### src/rtl/urv_trap_ctrl.sv
// urv_trap_ctrl -- machine-mode trap and interrupt controller for the uRV core.
//
// Holds mstatus (MIE/MPIE), mie, mip, mepc and mcause. Sequences exception
// entry, the interrupt request/acknowledge handshake with the execute stage,
// and mret. The committed CSR write value arrives from the CSR read/write unit.
//
// Optional feature macro: URV_TIMER_IRQ_EN
//   defined   -> timer_irq_i port exists, mip[7]/mie[7] implemented, cause 7
//   undefined -> no timer port, mip[7]/mie[7] read 0, only cause 11 raised
//
// Ports:
//   clk_i, rst_n_i          clock, asynchronous active-low reset
//   x_stall_i, x_kill_i     execute stage stall / kill (block commits)
//   x_is_csr_i, x_csr_sel_i CSR instruction and its 12-bit CSR address
//   x_csr_write_value_i     value to commit into the selected CSR
//   x_exception_i/_cause_i/_pc_i  synchronous exception, code, faulting PC
//   x_mret_i                mret in execute
//   x_irq_ack_i, x_irq_pc_i interrupt accepted by the pipeline, resume PC
//   irq_i                   external interrupt (level, asynchronous)
//   timer_irq_i             timer interrupt (level, synchronous; optional)
//   x_irq_o                 interrupt request to execute (registered)
//   x_trap_o                one-cycle pulse after any trap entry
//   x_trap_target_o         constant trap vector
//   csr_*_o                 CSR contents for the read path

module urv_trap_ctrl #(
  parameter logic [31:0] TRAP_VECTOR = 32'h0000_0008
) (
  input  logic        clk_i,
  input  logic        rst_n_i,
  input  logic        x_stall_i,
  input  logic        x_kill_i,
  input  logic        x_is_csr_i,
  input  logic [11:0] x_csr_sel_i,
  input  logic [31:0] x_csr_write_value_i,
  input  logic        x_exception_i,
  input  logic [3:0]  x_exception_cause_i,
  input  logic [31:0] x_exception_pc_i,
  input  logic        x_mret_i,
  input  logic        x_irq_ack_i,
  input  logic [31:0] x_irq_pc_i,
  input  logic        irq_i,
`ifdef URV_TIMER_IRQ_EN
  input  logic        timer_irq_i,
`endif
  output logic        x_irq_o,
  output logic        x_trap_o,
  output logic [31:0] x_trap_target_o,
  output logic [31:0] csr_mstatus_o,
  output logic [31:0] csr_mip_o,
  output logic [31:0] csr_mie_o,
  output logic [31:0] csr_mepc_o,
  output logic [31:0] csr_mcause_o
);

  localparam logic [11:0] CSR_ID_MSTATUS = 12'h300;
  localparam logic [11:0] CSR_ID_MIE     = 12'h304;
  localparam logic [11:0] CSR_ID_MEPC    = 12'h341;
  localparam logic [11:0] CSR_ID_MCAUSE  = 12'h342;

  typedef enum logic [1:0] {
    ST_RUN  = 2'd0,
    ST_REQ  = 2'd1,
    ST_TRAP = 2'd2
  } state_t;

  state_t      r_state;
  state_t      w_state_next;

  logic        r_irq_sync1;
  logic        r_irq_sync2;
  logic        r_mstatus_mie;
  logic        r_mstatus_mpie;
  logic        r_meie;
  logic [29:0] r_mepc;
  logic        r_mcause_int;
  logic [3:0]  r_mcause_code;
  logic        r_trap;

  logic        w_go;
  logic        w_meip;
  logic        w_mtip;
  logic        w_mtie;
  logic        w_irq_cond;
  logic        w_exc_take;
  logic        w_ack_take;
  logic        w_mret_take;
  logic        w_csr_take;
  logic [3:0]  w_irq_code;
  logic        w_unused_bits;

  assign w_go   = !x_stall_i && !x_kill_i;
  assign w_meip = r_irq_sync2;

  // Low PC/value bits never reach any architectural field.
  assign w_unused_bits = &{1'b0, x_csr_write_value_i[1:0],
                           x_exception_pc_i[1:0], x_irq_pc_i[1:0]};

  // irq_i is asynchronous: two-flop synchronizer feeds mip.MEIP.
  always_ff @(posedge clk_i or negedge rst_n_i) begin
    if (!rst_n_i) begin
      r_irq_sync1 <= 1'b0;
      r_irq_sync2 <= 1'b0;
    end else begin
      r_irq_sync1 <= irq_i;
      r_irq_sync2 <= r_irq_sync1;
    end
  end

`ifdef URV_TIMER_IRQ_EN
  logic r_timer_irq;
  logic r_mtie;

  always_ff @(posedge clk_i or negedge rst_n_i) begin
    if (!rst_n_i) r_timer_irq <= 1'b0;
    else          r_timer_irq <= timer_irq_i;
  end

  assign w_mtip = r_timer_irq;
  assign w_mtie = r_mtie;
`else
  assign w_mtip = 1'b0;
  assign w_mtie = 1'b0;
`endif

  assign w_irq_cond = r_mstatus_mie && ((w_meip && r_meie) || (w_mtip && w_mtie));
  // External interrupt wins over timer.
  assign w_irq_code = (w_meip && r_meie) ? 4'd11 : 4'd7;

  // Event arbitration: exception > irq ack > mret > CSR write.
  assign w_exc_take  = w_go && x_exception_i;
  assign w_ack_take  = (r_state == ST_REQ) && x_irq_ack_i && !w_exc_take;
  assign w_mret_take = w_go && x_mret_i && !w_exc_take && !w_ack_take;
  assign w_csr_take  = w_go && x_is_csr_i && !w_exc_take && !w_ack_take && !w_mret_take;

  // FSM: state register
  always_ff @(posedge clk_i or negedge rst_n_i) begin
    if (!rst_n_i) r_state <= ST_RUN;
    else          r_state <= w_state_next;
  end

  // FSM: next state
  always_comb begin
    w_state_next = r_state;
    if (w_exc_take || w_ack_take) begin
      w_state_next = ST_TRAP;
    end else begin
      case (r_state)
        ST_RUN:  if (w_irq_cond)  w_state_next = ST_REQ;
        ST_REQ:  if (!w_irq_cond) w_state_next = ST_RUN;
        ST_TRAP: if (w_mret_take) w_state_next = ST_RUN;
        default: w_state_next = ST_RUN;
      endcase
    end
  end

  // FSM: outputs
  always_comb begin
    x_irq_o         = (r_state == ST_REQ);
    x_trap_o        = r_trap;
    x_trap_target_o = TRAP_VECTOR;
    csr_mstatus_o   = {24'b0, r_mstatus_mpie, 3'b0, r_mstatus_mie, 3'b0};
    csr_mie_o       = {20'b0, r_meie, 3'b0, w_mtie, 7'b0};
    csr_mip_o       = {20'b0, w_meip, 3'b0, w_mtip, 7'b0};
    csr_mepc_o      = {r_mepc, 2'b00};
    csr_mcause_o    = {r_mcause_int, 27'b0, r_mcause_code};
  end

  // Architectural CSR state
  always_ff @(posedge clk_i or negedge rst_n_i) begin
    if (!rst_n_i) begin
      r_mstatus_mie  <= 1'b0;
      r_mstatus_mpie <= 1'b0;
      r_meie         <= 1'b0;
`ifdef URV_TIMER_IRQ_EN
      r_mtie         <= 1'b0;
`endif
      r_mepc         <= '0;
      r_mcause_int   <= 1'b0;
      r_mcause_code  <= '0;
      r_trap         <= 1'b0;
    end else begin
      r_trap <= w_exc_take || w_ack_take;
      if (w_exc_take) begin
        r_mepc        <= x_exception_pc_i[31:2];
        r_mcause_int  <= 1'b0;
        r_mcause_code <= x_exception_cause_i;
        // Nested exception inside the handler keeps the saved interrupt state.
        if (r_state != ST_TRAP) begin
          r_mstatus_mpie <= r_mstatus_mie;
          r_mstatus_mie  <= 1'b0;
        end
      end else if (w_ack_take) begin
        r_mepc         <= x_irq_pc_i[31:2];
        r_mcause_int   <= 1'b1;
        r_mcause_code  <= w_irq_code;
        r_mstatus_mpie <= r_mstatus_mie;
        r_mstatus_mie  <= 1'b0;
      end else if (w_mret_take) begin
        r_mstatus_mie  <= r_mstatus_mpie;
        r_mstatus_mpie <= 1'b1;
      end else if (w_csr_take) begin
        case (x_csr_sel_i)
          CSR_ID_MSTATUS: begin
            r_mstatus_mie  <= x_csr_write_value_i[3];
            r_mstatus_mpie <= x_csr_write_value_i[7];
          end
          CSR_ID_MIE: begin
            r_meie <= x_csr_write_value_i[11];
`ifdef URV_TIMER_IRQ_EN
            r_mtie <= x_csr_write_value_i[7];
`endif
          end
          CSR_ID_MEPC: r_mepc <= x_csr_write_value_i[31:2];
          CSR_ID_MCAUSE: begin
            r_mcause_int  <= x_csr_write_value_i[31];
            r_mcause_code <= x_csr_write_value_i[3:0];
          end
          default: ;
        endcase
      end
    end
  end

endmodule

### config.mk
export PLATFORM = sky130hd
export DESIGN_NAME = urv_trap_ctrl
export DESIGN_NICKNAME = d
export VERILOG_FILES = /design/src/rtl/urv_trap_ctrl.sv
export SDC_FILE = /design/constraint.sdc
export NUM_CORES = 1
export LEC_CHECK = 0
export CAP_MARGIN = 20
export CORE_AREA = 3 3 123 125
export CTS_CLUSTER_SIZE = 40
export DETAILED_ROUTE_END_ITERATION = 10
export DIE_AREA = 0 0 126 128
export PLACE_DENSITY_LB_ADDON = 0.3
export SETUP_SLACK_MARGIN = 0.05
export SYNTH_ARGS = -nofsm -noshare
export SYNTH_HDL_FRONTEND = slang
export SYNTH_SLANG_ARGS = --single-unit
### constraint.sdc
create_clock -name clk_i -period 4.3 [get_ports clk_i]
set_input_delay 0.645 -clock clk_i [delete_from_list [all_inputs] [get_ports clk_i]]
set_output_delay 0.645 -clock clk_i [all_outputs]
set_load 0.01 [all_outputs]
## Yosys cells after proc, flatten, opt, wreduce, memory -nomap -nowiden

Cells that the tools add are included.

| word-level totals | value |
|---|---|
| bits in registers | 43 |
| word-level logic and storage cells | 88 |
| ROM bits | 0 |
| memories kept | 0 |
| bits in latches | 0 |
| bits in writable memories | 0 |

| operators by class | value |
|---|---|
| equality and inequality tests | 12 |
| multipliers | 0 |
| reduce and logical (&&, ||, !) cells | 30 |
| order comparisons | 0 |
| add/subtract/negate cells | 0 |
| muxes and demuxes | 33 |
| shift operators | 0 |
| bitwise operators | 3 |
| divide/modulo/power cells | 0 |

Operators by type and width:

| cell | number |
|---|---|
| two-way mux 30 bit | 5 |
| equality test 12 x 10 -> 1 bit, second input constant | 4 |
| two-way mux 4 bit | 6 |
| two-way mux 1 bit | 17 |
| logical AND 1 bit | 13 |
| AND reduction 3 bit | 4 |
| != test 3 bit, second input constant | 3 |
| nonzero test 3 bit | 3 |
| two-way mux 2 bit | 4 |
| nonzero test 4 bit | 2 |
| case mux 2 bit (3 select lines) | 1 |
| zero test 1 bit | 5 |
| AND reduction 5 bit | 1 |
| != test 3 x 2 -> 1 bit, second input constant | 1 |
| inverter 1 bit | 3 |
| equality test 2 x 1 -> 1 bit, second input constant | 1 |
| equality test 2 bit, second input constant | 1 |
| zero test 2 bit | 1 |
| != test 2 x 1 -> 1 bit, second input constant | 1 |
| != test 2 bit, second input constant | 1 |
| logical OR 1 bit | 1 |

## Depth between registers and ports, before layout

| logic depth | value |
|---|---|
| word-level depth | 13 |
| depth in mapped cells | 7 |
| gate-level depth less buffers | 5 |

## Worst setup path before layout

OpenSTA, ideal clock, no wires.

| timing path | value |
|---|---|
| path type | input-to-reg |
| start point | input x_csr_sel_i[5] |
| end point | register r_mepc[10] |
| setup time | 0.125 ns |
| path slack | 2.326 ns |
| data arrival time | 1.849 ns |
| stages | 5 |
| path buffers | 1 |
| cells stage by stage | nor4b_2 nand4b_1 o21ai_2 buf_6 mux2_2 |

| on the way | value |
|---|---|
| word-level cells in the longest chain between the ends | 3 |

Ends and longest elaborated chain:

| item | line | source |
|---|---|---|
| start, declared | 34 | `input logic [11:0] x_csr_sel_i,` |
| equality test 12 x 10 -> 1 bit | 203 | `case (x_csr_sel_i)` |
| nonzero test 3 bit (no line) | n/a |  |
| AND reduction 3 bit (no line) | n/a |  |
| end signal, assigned | 185 | `r_mepc <= x_exception_pc_i[31:2];` |
| end signal, assigned | 194 | `r_mepc <= x_irq_pc_i[31:2];` |
| end signal, assigned | 214 | `CSR_ID_MEPC: r_mepc <= x_csr_write_value_i[31:2];` |
| end, declared | 75 | `logic [29:0] r_mepc;` |

No other way between the ends.
A chain may end at the register's enable or synchronous reset.

## Worst setup path in the final report

| timing path | value |
|---|---|
| start point | input x_exception_i |
| end point | register r_mepc[22] |

| on the way | value |
|---|---|
| word-level cells in the longest chain between the ends | 9 |
| elaborated cells between the ends (all ways) | 16 |
| those cells by class | eq/ne (1); mux (2); reduce/logical (13) |

Ends and longest elaborated chain:

| item | line | source |
|---|---|---|
| start, declared | 36 | `input logic x_exception_i,` |
| logical AND 1 bit * | 131 | `assign w_exc_take = w_go && x_exception_i;` |
| zero test 1 bit | 132, 133, 134 |  |
| logical AND 1 bit | 132 | `assign w_ack_take = (r_state == ST_REQ) && x_irq_ack_i && !w_exc_take;` |
| zero test 1 bit | 133, 134 |  |
| logical AND 1 bit | 133 | `assign w_mret_take = w_go && x_mret_i && !w_exc_take && !w_ack_take;` |
| zero test 1 bit | 134 | `assign w_csr_take = w_go && x_is_csr_i && !w_exc_take && !w_ack_take && !w_mret_take;` |
| logical AND 1 bit | 134 |  |
| nonzero test 3 bit (no line) | n/a |  |
| AND reduction 3 bit (no line) | n/a |  |

Mark *: on every way between the ends. The rest lies on a longest branch, timed or not.

==> results.ini <==
[drt]
drc_errors = 0
drtAntennaViolNets = 0
drtIter0Drc = 59
drt-vias-per-instance = 3.96
wl_um = 10300
route.vias.total = 2977
drt_first_pass_iters = 4
avgRoutedWirePerCell_um = 13.7

[timing]
fin_crit_sh_pct = 63.6
layout_min_cycle_time_ps = 2730
timing.fmax_mhz = 366
slew_headroom_pct = 34.7
finalSetupTns_ps = 0
rsz0062_at_grt = false
worst_pin_slew_ps = 977
finalSetupViolCount = 0
skew_ps = 6.46
hold_viol = 0
final-max-slew-violation-count = 0

[clock_network]
cts_tree = built
clock_latency_ps = 290
clk_pin_slew_ps = 70
root_buffer = clkbuf_16
ctsResizeCount = 0
cts_buffers = 5
clkSinkCount = 43
post_cts.repair.setup_buffers = 0
hold_buffers = 0
clockBufferDepth = 2
h-tree-depth = 2

[worst_setup_path]
cp_max_fo = 21
start_kind = primary input
worstPathCellList = clkdlybuf4s50_1, nor3b_1, nor2_2, o21ai_4, buf_4, mux2_2
worstSetupPathType = primary input to register
slowest_delay_ps = 580
crit_arrival_ps = 2910
required_ps = 4470
end_kind = register
critPathSlowestCell = nor3b_1

[floorplan]
die_w_um = 126
rows = 43
die_area_um2 = 16100
initial_core_util_pct = 26.1
coreArea_um2 = 14000
ios = 315
die_h_um = 128

[grt]
grt_usage_pct = 11.6
grt_pass1_vias = 2721
antenna_found_initial = 0
grt_start_max_net_pins = 46
overflow = 0
grt_pass1_wl_um = 14500

[placement]
dp_cells = 743
dp_hpwl_um = 8010
place_congestion = 0.719
portBuffers = 157

[power]
irDropWorstVdd_uv = 134
powerDensity_nw_per_um2 = 290
p_leak_nw = 2.20

[synthesis]
synth_cell_types = 31
yosysSeqAreaShare_pct = 29.5
syn-cell-area_um2 = 3650
yosysTopAreaCell = buf_4
yosysWarnings = 0
synth.avg_cell_area_um2 = 8.54
synth_area_leaders = buf_4 (33%), dfrtp_1 (30%), mux2_2 (11%)
synthCells = 427
yosysMostFrequentCell = buf_4
synth-async-reset-ratio_pct = 100
ys_seq_elements = 43
synth_ff_type = dfrtp_1
synth_edf_count = 0
synth_common_cells = buf_4 (158), nand2_1 (62), dfrtp_1 (43)
synth_top_area_share_pct = 32.5

[layout]
final_layout_size_suffix_gt1_share_pct = 9.63
nNetsFinal = 692
fin_cells = 751
antenna_cells = 0
synthToLayoutAreaGrowth_pct = 34.5
fillers = 1461

[status]
status = finished, final reports clean

[worst_hold_path]
hold_path_class = primary input to async pin

[flow_run]
drv_cap = 0

-- routing by layer --
metal,wire length [um],track usage (%),vias up
li1,-,-,1386
met1,3760,12.3,1391
met2,5240,21.0,191
met3,1170,5.42,9
met4,107,2.71,0
met5,0,0,-
-- cell type report --
cell class | count | area (um2) | area share (%)
clock buffer | 5 | 125 | 2.55
clock inverter | 2 | 13.8 | 0.281
inverter | 4 | 15.0 | 0.306
multi-input combinational | 355 | 1830 | 37.4
sequential | 43 | 1080 | 21.9
tap | 180 | 225 | 4.59
timing repair buffer | 162 | 1620 | 33.0
-- worst paths after layout --
check | start | to | slack, ps | cells past startpoint
min in group clk_i | r_irq_sync1 | r_irq_sync2 | 350 | 0
hold / removal | rst_n_i | x_trap_o | 300 | 1
max in group asynchronous | rst_n_i | r_mepc[29] | 3480 | 2
setup / recovery | x_exception_i | r_mepc[22] | 1570 | 6
setup reg to reg | r_state[1] | r_mepc[11] | 1990 | 5
hold reg to reg | r_irq_sync1 | r_irq_sync2 | 350 | 0
-- cell families after synthesis --
| family | count (synthesis) | synth area share, % |
|---|---|---|
| AOI/OAI and AO/OA | 43 | 7.28 |
| muxes | 40 | 12.2 |
| DFF | 43 | 29.5 |
| other | 2 | 0.206 |
| buffers and inverters | 180 | 36.0 |
| and+or+nand+nor | 119 | 14.8 |
-- critical path, delay by kind of cell --
kind,cells,cell delay (ps)
AO/OA/AOI/OAI,1,210
buffers and inverters,2,900
AND/OR/NAND/NOR,2,750
multiplexers,1,380
-- metrics by stage --
step | worst slack (ps) | power [W] | utilization, % | area, um2 | hold slack [ps]
2_1_floorplan | 2330 | 0.000850 | - | 4210 | 331
3_3_place_gp | 1240 | 0.00104 | 33.9 | 4740 | 333
3_5_place_dp | 1200 | 0.00104 | 33.9 | 4740 | 337
4_1_cts | 1500 | 0.00144 | 34.9 | 4880 | 352
5_1_grt | 1390 | 0.00151 | 35.1 | 4900 | 308
6_report | 1570 | 0.00142 | 35.1 | 4900 | 297
-- where the power goes --
part / total (W) / switching, W / internal [W]
logic: 0.000510 / 0.000216 / 0.000294
registers: 0.000523 / 0.0000415 / 0.000482
clock network: 0.000387 / 0.000174 / 0.000213
total: 0.00142 / 0.000432 / 0.000989
-- cells in the final DEF (no fill, tap or decap), types with 2 or more instances in the layout --
cell type        netlist  layout
buf_4                158       4
nand3_1                2       2
clkdlybuf4s50_1        0     156
nor3_1                 4       4
mux2i_1                5       5
inv_1                  4       4
nand2b_1               2       2
mux2_2                34      34
o21ai_0                6       6
nor4b_2                2       2
a31oi_1               31      31
o22ai_1                3       3
clkbuf_16              0       5
dfrtp_1               43      43
nor2_1                35      35
nand2_1               62      62
conb_1                 2     153
nand4b_1               4       4
-- flip-flops by register name (all words and copies together), names as in the netlist --
name and cells:
r_meie 1, r_state 2, x_trap_o 1, r_mcause_code 4, r_mstatus_mpie 1, r_mstatus_mie 1
r_mepc 30, r_irq_sync2 1, r_mcause_int 1, r_irq_sync1 1
(Power assumes the default switching activity.)
==> patch, RTL diff (same flow settings) <==
Encoding of `state_t`: now one-hot (3 bits for 3 states).
--- a/src/rtl/urv_trap_ctrl.sv
+++ b/src/rtl/urv_trap_ctrl.sv
@@ -58,10 +58,10 @@
   localparam logic [11:0] CSR_ID_MEPC    = 12'h341;
   localparam logic [11:0] CSR_ID_MCAUSE  = 12'h342;
 
-  typedef enum logic [1:0] {
-    ST_RUN  = 2'd0,
-    ST_REQ  = 2'd1,
-    ST_TRAP = 2'd2
+  typedef enum logic [2:0] {
+    ST_RUN  = 3'b001,
+    ST_REQ  = 3'b010,
+    ST_TRAP = 3'b100
   } state_t;
 
   state_t      r_state;
Behaviour: no difference found for any inputs over 10 cycles, from zero or initial values and one cycle with rst_n_i low; not proved beyond that.
==> patch against the original RTL <==
Sequential cell count is 1 higher; fmax decreased by 1.1%; synthesized area decreased by 4.3%; clock skew shrank 0.0026 ns; non-clock buffer count unchanged; register-to-register slack gained 0.05 ns; routed wire length increased by 5.2%; cell area fell by 1.6%; critical path depth unchanged; worst setup slack got worse by 0.031 ns; total power is 1.8% higher; critical path type unchanged.
==> patch: results (changes against the original RTL) <==
| Metric | Value |
|---|---|
| Outcome | finished clean |
| Biggest regs | r_mepc: 30 flops, r_mcause_code: 4 flops, r_state: 3 flops |
| Crit-path max cell delay | 0.67 ns (+0.09 ns) |
| Share of post-route cells with drive strength above 1 | 0.0503 (-0.0461) |
| Slowest cell on the critical path | a31o_2 |
| Largest fanout on the critical path | 30 (+43%) |
| Inst Count DP | 728 (-2.0%) |
| Routability Congestion | 0.754 (+4.8%) |
| 1st-iter DRT viols | 33 (-44%) |
| Post-Route WL | 10800 microns (+5.2%) |
| CP endpoint | r_mepc[1]$_DFFE_PN0P_ |
| Flop2flop setup slack | 2.04 ns (+0.05 ns) |
| Post-detailed-route wirelength per cell | 14.7 microns (+7.2%) |
| Total CTS buffers | 5 (unchanged) |
| Nets@finish | 677 (-2.2%) |
| Post-synthesis cell count | 411 (-3.7%) |
| Seq/Total Area, Yosys | 0.316 (+0.0208) |
| Worst Setup SP | x_stall_i |
| Crit path arrival time | 2.98 ns (+0.07 ns) |
| Synth cell types | 39 (+26%) |
| Worst-margin pin slew | 0.853 ns (-0.123 ns) |
| Vias in the first global route | 2937 (+7.9%) |
| Cells on worst reg2reg path | 7 (+2) |
| Largest net degree at the start of global routing | 45 (-2.2%) |
| Worst Skew | 0.00385 ns (-0.00261 ns) |
| DR vias | 2973 (-0.13%) |
| CP delay by family, top | simple AND/OR/NAND/NOR gates |
| Overall global routing resource usage | 0.124 (+0.00723) |
| LEAKAGE | 2.11 nW (-3.9%) |
| Peak VDD IR | 0.184 mV (+37%) |
patch: stage by stage:
step | util | cell area [sq um] | total power [mW] | setup WS [ns] | hold slack, ns
after floorplan | - | 4060 | 0.811 | 2.31 | 0.331
after global routing | 0.345 | 4830 | 1.53 | 1.36 | 0.348
after detailed placement | 0.331 | 4620 | 0.974 | 1.22 | 0.340
final | 0.345 | 4830 | 1.45 | 1.53 | 0.326
after CTS | 0.344 | 4810 | 1.47 | 1.54 | 0.356
after global placement | 0.331 | 4620 | 0.968 | 1.30 | 0.333
patch: worst register-to-register path: cells and delay by family (launching register included):
family	cells	cell delay, ns
buffers and inverters	1	0.18
DFF	1	0.47
and+or+nand+nor	4	0.68
AOI/OAI and AO/OA	2	0.85
patch: where the power goes:
part           internal (mW)  switching [mW]  leakage [nW]
registers              0.478          0.0411         0.526
clock network          0.306           0.172        0.0901
logic                  0.243           0.206          1.50
patch: kinds of logic after synthesis:
| family | share of synthesized area |
|---|---|
| other | 0.00215 |
| XOR/XNOR | 0.00251 |
| AND/OR/NAND/NOR | 0.142 |
| flip-flops | 0.316 |
| multiplexers | 0.0212 |
| AO/OA/AOI/OAI | 0.149 |
| buffers and inverters | 0.367 |
patch: cell type report:
| class | instances | share of cell area |
|---|---|---|
| tap | 180 | 0.0467 |
| clock buffer | 7 | 0.0316 |
| timing repair buffer | 162 | 0.335 |
| inverter | 4 | 0.00311 |
| clock inverter | 1 | 0.00622 |
| sequential | 44 | 0.228 |
| multi-input combinational | 339 | 0.349 |
patch: routing by layer:
metal / GRT usage / part of all wire / up-vias
li1: - / - / 1374
met1: 0.130 / 0.35 / 1408
met2: 0.222 / 0.51 / 184
met3: 0.0563 / 0.12 / 7
met4: 0.0360 / 0.0094 / 0
met5: 0 / 0 / -
